## src/rtl/rf_write_arbiter_pkg.sv

```systemverilog
// Shared constants and requester-id encoding for the register-file write arbiter.
package rf_write_arbiter_pkg;

    localparam int DATA_W = 32;
    localparam int ADDR_W = 4;
    localparam int NREG   = 1 << ADDR_W;
    localparam int PC_IDX = 15;
    localparam int LR_IDX = 14;

    // Identity of the requester that won the most recent transfer.
    typedef enum logic {
        REQ_A = 1'b0,
        REQ_B = 1'b1
    } req_id_e;

endpackage : rf_write_arbiter_pkg

```

## src/rtl/rf_write_arbiter_if.sv

```systemverilog
// Request/grant handshake and registered write stage of the register-file write port.
interface rf_write_arbiter_if;
    import rf_write_arbiter_pkg::*;

    logic              hold;
    logic              a_valid;
    logic [ADDR_W-1:0] a_addr;
    logic [DATA_W-1:0] a_data;
    logic              a_ready;
    logic              b_valid;
    logic [ADDR_W-1:0] b_addr;
    logic [DATA_W-1:0] b_data;
    logic              b_ready;
    logic              wr_valid;
    logic [ADDR_W-1:0] wr_addr;
    logic [NREG-1:0]   wr_en;
    logic [DATA_W-1:0] wr_data;
    logic              pc_write;
    logic              conflict;

    // Arbiter side.
    modport slave (
        input  hold, a_valid, a_addr, a_data, b_valid, b_addr, b_data,
        output a_ready, b_ready, wr_valid, wr_addr, wr_en, wr_data, pc_write, conflict
    );

    // Requester / register-file side.
    modport master (
        output hold, a_valid, a_addr, a_data, b_valid, b_addr, b_data,
        input  a_ready, b_ready, wr_valid, wr_addr, wr_en, wr_data, pc_write, conflict
    );

endinterface : rf_write_arbiter_if

```

## src/rtl/rf_wr_onehot.sv

```systemverilog
// Parameterized address-to-one-hot decoder with enable; all zero when disabled.
module rf_wr_onehot #(
    parameter int ADDR_W = 4,
    parameter int NREG   = 1 << ADDR_W
) (
    input  logic              i_en,
    input  logic [ADDR_W-1:0] i_addr,
    output logic [NREG-1:0]   o_onehot
);

    // One comparator per enable line.
    generate
        for (genvar gi = 0; gi < NREG; gi++) begin : g_dec
            assign o_onehot[gi] = i_en && (i_addr == ADDR_W'(gi));
        end
    endgenerate

endmodule : rf_wr_onehot

```

## src/rtl/rf_write_arbiter.sv

```systemverilog
// Round-robin arbiter sharing the register-file write port between the ALU
// result (A) and the load/link result (B), with a one-cycle registered write stage.
module rf_write_arbiter
    import rf_write_arbiter_pkg::*;
(
    input  logic                clk,
    input  logic                rst_n,
    rf_write_arbiter_if.slave   bus
);

    req_id_e           r_last_grant;
    logic              r_wr_valid;
    logic [ADDR_W-1:0] r_wr_addr;
    logic [NREG-1:0]   r_wr_en;
    logic [DATA_W-1:0] r_wr_data;
    logic              r_pc_write;
    logic              r_conflict;

    logic              w_grant_a;
    logic              w_grant_b;
    logic              w_grant_any;
    logic [ADDR_W-1:0] w_sel_addr;
    logic [DATA_W-1:0] w_sel_data;
    logic [NREG-1:0]   w_en_next;
    logic              w_same_addr;

    // A wins when alone or when B had the last turn; B symmetrically. hold blocks both.
    assign w_grant_a   = !bus.hold && bus.a_valid && (!bus.b_valid || (r_last_grant == REQ_B));
    assign w_grant_b   = !bus.hold && bus.b_valid && (!bus.a_valid || (r_last_grant == REQ_A));
    assign w_grant_any = w_grant_a || w_grant_b;
    assign w_sel_addr  = w_grant_b ? bus.b_addr : bus.a_addr;
    assign w_sel_data  = w_grant_b ? bus.b_data : bus.a_data;
    assign w_same_addr = bus.a_valid && bus.b_valid && (bus.a_addr == bus.b_addr);

    assign bus.a_ready = w_grant_a;
    assign bus.b_ready = w_grant_b;

    rf_wr_onehot #(
        .ADDR_W (ADDR_W),
        .NREG   (NREG)
    ) u_onehot (
        .i_en     (w_grant_any),
        .i_addr   (w_sel_addr),
        .o_onehot (w_en_next)
    );

    // Write stage: valid/enable/pc flag follow the grant; address and data only load on a grant.
    always_ff @(posedge clk or negedge rst_n) begin
        if (!rst_n) begin
            r_wr_valid <= 1'b0;
            r_wr_addr  <= '0;
            r_wr_en    <= '0;
            r_wr_data  <= '0;
            r_pc_write <= 1'b0;
            r_conflict <= 1'b0;
        end else begin
            r_wr_valid <= w_grant_any;
            r_wr_en    <= w_en_next;
            r_pc_write <= w_grant_any && (w_sel_addr == ADDR_W'(PC_IDX));
            r_conflict <= w_same_addr;
            if (w_grant_any) begin
                r_wr_addr <= w_sel_addr;
                r_wr_data <= w_sel_data;
            end
        end
    end

    // Round-robin pointer: remembers the last requester that completed a transfer.
    always_ff @(posedge clk or negedge rst_n) begin
        if (!rst_n) begin
            r_last_grant <= REQ_B;
        end else if (w_grant_a) begin
            r_last_grant <= REQ_A;
        end else if (w_grant_b) begin
            r_last_grant <= REQ_B;
        end
    end

    assign bus.wr_valid = r_wr_valid;
    assign bus.wr_addr  = r_wr_addr;
    assign bus.wr_en    = r_wr_en;
    assign bus.wr_data  = r_wr_data;
    assign bus.pc_write = r_pc_write;
    assign bus.conflict = r_conflict;

endmodule : rf_write_arbiter

```

## src/flat_wrapper.sv

```systemverilog
// flat-port wrapper written by rule: the top's interface ports become plain ports
module rf_write_arbiter_flat import rf_write_arbiter_pkg::*;
  (clk, rst_n, bus_hold, bus_a_valid, bus_a_addr, bus_a_data, bus_b_valid, bus_b_addr, bus_b_data, bus_a_ready, bus_b_ready, bus_wr_valid, bus_wr_addr, bus_wr_en, bus_wr_data, bus_pc_write, bus_conflict);
  rf_write_arbiter_if bus_i ();
  input  logic clk;
  input  logic rst_n;
  input wire logic [$bits(bus_i.hold)-1:0] bus_hold;
  input wire logic [$bits(bus_i.a_valid)-1:0] bus_a_valid;
  input wire logic [$bits(bus_i.a_addr)-1:0] bus_a_addr;
  input wire logic [$bits(bus_i.a_data)-1:0] bus_a_data;
  input wire logic [$bits(bus_i.b_valid)-1:0] bus_b_valid;
  input wire logic [$bits(bus_i.b_addr)-1:0] bus_b_addr;
  input wire logic [$bits(bus_i.b_data)-1:0] bus_b_data;
  output wire logic [$bits(bus_i.a_ready)-1:0] bus_a_ready;
  output wire logic [$bits(bus_i.b_ready)-1:0] bus_b_ready;
  output wire logic [$bits(bus_i.wr_valid)-1:0] bus_wr_valid;
  output wire logic [$bits(bus_i.wr_addr)-1:0] bus_wr_addr;
  output wire logic [$bits(bus_i.wr_en)-1:0] bus_wr_en;
  output wire logic [$bits(bus_i.wr_data)-1:0] bus_wr_data;
  output wire logic [$bits(bus_i.pc_write)-1:0] bus_pc_write;
  output wire logic [$bits(bus_i.conflict)-1:0] bus_conflict;
  assign bus_i.hold = bus_hold;
  assign bus_i.a_valid = bus_a_valid;
  assign bus_i.a_addr = bus_a_addr;
  assign bus_i.a_data = bus_a_data;
  assign bus_i.b_valid = bus_b_valid;
  assign bus_i.b_addr = bus_b_addr;
  assign bus_i.b_data = bus_b_data;
  assign bus_a_ready = bus_i.a_ready;
  assign bus_b_ready = bus_i.b_ready;
  assign bus_wr_valid = bus_i.wr_valid;
  assign bus_wr_addr = bus_i.wr_addr;
  assign bus_wr_en = bus_i.wr_en;
  assign bus_wr_data = bus_i.wr_data;
  assign bus_pc_write = bus_i.pc_write;
  assign bus_conflict = bus_i.conflict;
  rf_write_arbiter u_core (.clk(clk), .rst_n(rst_n), .bus(bus_i));
endmodule
```

## config.mk

```make
export PLATFORM = sky130hd
export DESIGN_NAME = rf_write_arbiter_flat
export DESIGN_NICKNAME = d
export VERILOG_FILES = /design/src/rtl/rf_write_arbiter_pkg.sv /design/src/rtl/rf_write_arbiter_if.sv /design/src/rtl/rf_wr_onehot.sv /design/src/rtl/rf_write_arbiter.sv /design/src/flat_wrapper.sv
export SDC_FILE = /design/constraint.sdc
export NUM_CORES = 1
export LEC_CHECK = 0
export BUFFER_PORTS_ARGS = -buffer_cell sky130_fd_sc_hd__buf_2
export CAP_MARGIN = 10
export CORE_MARGIN = 3
export CORE_UTILIZATION = 49
export DETAILED_ROUTE_END_ITERATION = 8
export GPL_TIMING_DRIVEN = 0
export PLACE_DENSITY_LB_ADDON = 0.1
export SYNTH_ARGS = -nofsm -noshare
export SYNTH_HDL_FRONTEND = slang
export SYNTH_SLANG_ARGS = --single-unit
```

## constraint.sdc

```tcl
create_clock -name clk -period 2.6 [get_ports clk]
set_input_delay 0.52 -clock clk [delete_from_list [all_inputs] [get_ports clk]]
set_output_delay 0.52 -clock clk [all_outputs]
set_load 0.01 [all_outputs]
```

==> results of run 1 <==
[sequential cells by signal (all words and copies together) (netlist names)]
register / flops
u_core.bus.conflict: 1
u_core.bus.pc_write: 1
u_core.bus.wr_addr: 4
u_core.bus.wr_data: 32
u_core.bus.wr_en: 15
u_core.bus.wr_valid: 1
u_core.r_last_grant: 1
[cell usage after synthesis (3+ instances only)]
master	n	area, sq um
o21ai_0	36	180.2
nor3b_1	5	37.54
clkbuf_1	11	41.29
nor2_1	8	30.03
mux2i_1	40	400.4
nor3_1	10	50.05
xor2_1	3	26.28
inv_1	3	11.26
dfrtp_1	54	1351
nand3b_1	3	22.52
buf_4	4	30.03
nor2b_1	6	37.54
nand2_1	40	150.1
nand2b_1	3	18.77
[through the flow]
stage | power [uW] | area, sq um | hold WS [ps] | std cells | setup slack [ps]
floorplan | 1226 | 2567 | 224.4 | 245 | 855.9
global placement | 1422 | 3292 | 457.3 | 440 | 600.5
detailed placement | 1435 | 3292 | 465.4 | 440 | 590.4
CTS | 1936 | 3392 | 486.2 | 448 | 489.3
global route | 2024 | 3412 | 118.5 | 449 | 424.1
finish | 1914 | 3412 | 108.4 | 449 | 504.7
[kinds of logic after synthesis]
group           Yosys count  synth area share
xor+xnor                  4           0.01365
simple gates             79            0.1443
compound gates           42           0.09016
flops                    55            0.5366
buf+inv                  22           0.04483
mux                      43            0.1706
[power groups by stage]
stage / sequential [uW] / clock, uW / combinational, uW
6_report: 982 / 499 / 433
5_1_grt: 995 / 547 / 482
4_1_cts: 982 / 517 / 437
3_5_place_dp: 998 / 0 / 437
3_3_place_gp: 996 / 0 / 427
2_1_floorplan: 1040 / 0 / 184
[critical path: cells and delay by family, from the launching register on]
kind                   cells  cell delay [ps]
AOI/OAI and AO/OA          1              130
buffers and inverters      4              560
DFF                        1              570
[area by class of cell]
cell class,instances,share of cell area
Sequential cell,55,0.4037
Timing Repair Buffer,129,0.1936
Multi-Input combinational cell,168,0.3150
Clock buffer,8,0.02934
Buffer,19,0.03044
Tap cell,67,0.02457
Inverter,3,0.003300
[routing by layer]
layer  share of wire  routed length [microns]  vias up  GRT usage
met5               0                        0        -          0
met4          0.0080                       49        0    0.04196
met2            0.48                     2941       79     0.3476
met1            0.43                     2664     1008     0.2558
met3           0.078                      479        5    0.04931
li1                -                        -     1099          -
[worst min-delay path by stage]
stage / start / end / slack, ps
2_1_floorplan: rst_n / u_core.bus.conflict / 220
3_3_place_gp: u_core.bus.wr_addr[2] / u_core.bus.wr_addr[2] / 460
3_5_place_dp: u_core.bus.wr_data[12] / u_core.bus.wr_data[12] / 470
4_1_cts: rst_n / u_core.bus.wr_en[5] / 490
5_1_grt: rst_n / u_core.bus.wr_data[18] / 120
6_report: rst_n / u_core.bus.wr_en[1] / 110
==> run metrics, run 1 <==
#FFs+latches synth=55; fin util=0.6992; cell area power density=between 500 and 600 mW/mm^2; first-pass GRT wire length=9860 microns; CTS buffer count=5; worst path required time=between 2000 and 2500 ps; Root Buffer=clkbuf_8; Netlist cell types=27; Clock power frac=0.261; crit path from=u_core.r_last_grant; Fin. Hold Viols=0; gr usage total=0.2006; Initial Utilization=0.5262; outcome=completed; most frequent cells in the layout=buf_2, dfrtp_1, mux2i_1, nand2_1, o21ai_0; top_reg_cell synth=dfrtp_1; CORE AREA=0.004880 sq mm; final WL=slightly above 6000 microns; Worst setup EP type=output port; Slew Limit Fails=0; combinational share of power=0.226; routability congestion estimate=~0.75; CTS max path bufs=2; Clock Sinks=55; Die X=78.39 microns; RSZ-0062 raised after global routing=no; reg2reg start=u_core.r_last_grant; Via Count=2,191; Post-CTS Setup Repair Bufs=0; Worst Max-Slew Pin Slew=approximately 620 ps; Leakage=0.001958 uW; hold buffer count at cts=0; commonest non-fill, non-tap cell in the layout=buf_2; CTS tree=done; Critical-path top delay cell=dfstp_2; Sequential Power Share=0.513; Clk pin slew, worst setup/hold paths=90 ps; Tcrit/Tclk final=0.8059; H-tree depth=2; worst vdd ir=0.3473 mV; Yosys warning count=0; grt total ovfl=0; mean post-synth cell area=roughly 10 sq um; Post-synth EDFFs=0; Worst slew margin=0.5841; Power Internal=1380 uW; I/O pins=134; crit start category=register; Final HPWL DP=4613 microns; end point of the critical path=bus_b_ready; max_cap viols=0; initial antenna violation count=0; Max Clock Freq=0.4773 GHz; wire length per cell=13.66 microns; vias in the first global route=~2,100; Initial DRT Pass Iterations=4; Critical Path, Cell by Cell=a21o_1 > buf_6 > buf_4 > inv_1 > buf_2; clock skew=5.798 ps; Tmin final=2095 ps; Seq/Total Area, Yosys=0.5365; synthesized area=between 0.002 and 0.003 sq mm; Post-synth ARST share=1.000; Synth Instances=245; IO Port Bufs=~130; multi-input logic area=between 0.001 and 0.0015 sq mm; Rows=25; proportion of layout cells with a drive suffix above 1=0.3953; Reg area=0.001378 sq mm; crit path DAT=1580 ps; CP Max Fanout=10; CP max stage delay=570 ps; syn_nets=322; switch share=0.2792; DRT iter0 DRCs=51; DRC viols=0; vias per inst=just under 5; Skew-Pair Late Insertion Delay=300 ps; # fillers=415; Hold Crit Class=primary input to asynchronous set/reset pin; setup_tns=0 ps; diode count=0; die area=0.006144 sq mm; net switching power=between 500 and 600 uW; die height=just under 80 microns; r2r worst-path depth=5; Setup Viol. Count Final=0; Crit Path Class=register to output port; largest net degree at the start of global routing=between 50 and 60; reg2reg end=u_core.bus.wr_en[7]; Final nets=458; r2r setup slk=980 ps; ANT nets after route=0; Synth-to-Final Area Change=32.89%; Post-CTS Resized=0
Power figures use the tool's default switching activity.
==> inputs of run 2 (changes only) <==
--- a/config.mk
+++ b/config.mk
@@ -5,10 +5,11 @@
 export SDC_FILE = /design/constraint.sdc
 export NUM_CORES = 1
 export LEC_CHECK = 0
+export ABC_AREA = 1
 export BUFFER_PORTS_ARGS = -buffer_cell sky130_fd_sc_hd__buf_2
 export CAP_MARGIN = 10
 export CORE_MARGIN = 3
-export CORE_UTILIZATION = 49
+export CORE_UTILIZATION = 45
 export DETAILED_ROUTE_END_ITERATION = 8
 export GPL_TIMING_DRIVEN = 0
 export PLACE_DENSITY_LB_ADDON = 0.1
==> constraint.sdc (replaced) <==
create_clock -name clk -period 2 [get_ports clk]
set_input_delay 0.4 -clock clk [delete_from_list [all_inputs] [get_ports clk]]
set_output_delay 0.4 -clock clk [all_outputs]
set_load 0.01 [all_outputs]
==> run metrics, run 2 <==
Total Power=2577 uW; Root Buffer=clkbuf_8; vias in the first global route=approximately 2,300; Synth Instances=283; multiplexer share of the synthesized area=0; Clock Sinks=55; reg2reg start=u_core.r_last_grant; final WL=about 6500 microns; Initial Utilization=0.4824; CTS buffer count=5; Crit Path Class=register to output port; setup_tns=0 ps; Post-synth ARST share=1.000; crit path DAT=between 1000 and 1500 ps; diode count=0; Skew-Pair Late Insertion Delay=300 ps; most frequent cells in the layout=buf_2, nand2_1, dfrtp_1; #FFs+latches synth=55; Place WS=319.7 ps; clock skew=4.283 ps; RSZ-0062 raised after global routing=no; Tcrit/Tclk final=0.9257; cell area power density=approximately 750 mW/mm^2; # fillers=just under 500; max_cap viols=0; crit path from=u_core.r_last_grant; top_reg_cell synth=dfrtp_1; Worst slew margin=0.7409; mean post-synth cell area=8.984 sq um; IO Port Bufs=133; first-pass GRT wire length=approximately 10,000 microns; CTS tree=done; ANT nets after route=0; crit start category=register; die area=0.006588 sq mm; CP Max Fanout=10; Slew Limit Fails=0; gr usage total=0.2054; Largest register FFs=32; Setup Viol. Count Final=0; Post-synth EDFFs=0; Final HPWL DP=4941 microns; Initial DRT Pass Iterations=4; proportion of layout cells with a drive suffix above 1=0.4494; biggest area consumer among synthesized cells=dfrtp_1; H-tree depth=2; Via Count=2,406; I/O pins=134; Synth top area share=0.5315; Tmin final=1851 ps; Max Clock Freq=0.5401 GHz; post-synthesis share of cell area spent on xor and xnor gates=0.003445; Seq/Total Area, Yosys=0.5418; most area-consuming cells after synthesis=dfrtp_1, nand2_1, nor2_1; Die X=81.17 microns; die height=81.17 microns; routability congestion estimate=slightly below 0.9; Leakage=0.001803 uW; multi-input logic area=0.001008 sq mm; Yosys warning count=0; synthesized area=0.002542 sq mm; Fin. Hold Viols=0; worst path required time=1600 ps; Post-Synth Simple-Gate Area=0.2697; Synth-to-Final Area Change=34.50%; Hold Crit Class=primary input to asynchronous set/reset pin; hold buffer count at cts=0; CORE AREA=0.005270 sq mm; worst vdd ir=around 0.3 mV; largest net degree at the start of global routing=56; most common cell in the netlist=nand2_1; Worst Max-Slew Pin Slew=slightly below 400 ps; DRC viols=0; Post-CTS Resized=0; commonest non-fill, non-tap cell in the layout=buf_2; largest family of logic cells by synthesized area=simple AND/OR/NAND/NOR gates; post-route worst setup slack=148.5 ps; Final nets=501; wire length per cell=13.04 microns; DRT iter0 DRCs=88; Rows=26; grt total ovfl=0; Synth Area in Compound Gates=0.1235; Reg area=0.001378 sq mm; CTS max path bufs=2; initial antenna violation count=0; Worst setup EP type=output port; outcome=completed; vias per inst=4.861; Clk pin slew, worst setup/hold paths=about 100 ps; Post-synth top cells=nand2_1, dfrtp_1, nor2_1; syn_nets=360; Netlist cell types=21; Adder-Cell Fraction of Synth Area=0; Post-CTS Setup Repair Bufs=0
## run 2: cell count changes after synthesis, sizes merged, moves of 5 or more
cell,delta
clkbuf,-11
nor3,-10
o21ai,-30
nand3,+11
buf,+7
mux2i,-40
inv,+9
nor3b,-5
nor2,+43
nand2,+55
nor2b,-6
a31oi,+32
## run 2: cell type report
type	instances	share of cell area
Buffer	15	0.03257
Clock buffer	7	0.02817
Clock inverter	1	0.002195
Inverter	12	0.01317
Multi-Input combinational cell	201	0.2949
Sequential cell	55	0.4029
Tap cell	70	0.02561
Timing Repair Buffer	134	0.2005
## run 2: worst paths after layout
| kind | slack [ps] | to | cells after the start |
|---|---|---|---|
| hold reg to reg | 490 | u_core.bus.wr_addr[0] | 2 |
| max in group asynchronous | 1390 | u_core.r_last_grant | 2 |
| setup / recovery | 150 | bus_b_ready | 5 |
| min in group clk | 340 | u_core.bus.wr_data[15] | 3 |
| hold / removal | 2 | u_core.bus.wr_addr[0] | 1 |
| setup reg to reg | 500 | u_core.bus.wr_data[11] | 6 |
## run 2: power breakdown
group / total (uW) / switching, uW / internal (uW)
Combinational: 625 / 359 / 266
Clock: 661 / 346 / 315
Sequential: 1290 / 59.2 / 1230
## run 2: cells by family after synthesis
kind of cell,count (synthesis)
simple gates,158
flops,55
compound gates,42
buf+inv,27
xor+xnor,1
## run 2: worst max-delay path, stage by stage, from the launching register on
cell and delay (ps):
dfstp_2 550, nand2_2 120, inv_1 120, nor2_4 60, buf_6 150, buf_2 140
## run 2: per-layer routing
layer	vias up	wire length, microns	GRT usage
met5	-	0	0
met4	0	68	0.05068
met3	9	585	0.06541
met2	95	3151	0.3498
met1	1103	2652	0.2528
li1	1199	-	-
## run 2: stage by stage
stage          hold WS, ps  cell area [sq um]    util  std cells
2_1_floorplan        104.4               2542       -        283
3_3_place_gp         465.3               3296  0.6254        486
3_5_place_dp         474.4               3296  0.6254        486
4_1_cts              324.9               3400  0.6451        494
5_1_grt              14.20               3420  0.6489        495
6_report             1.617               3420  0.6489        495
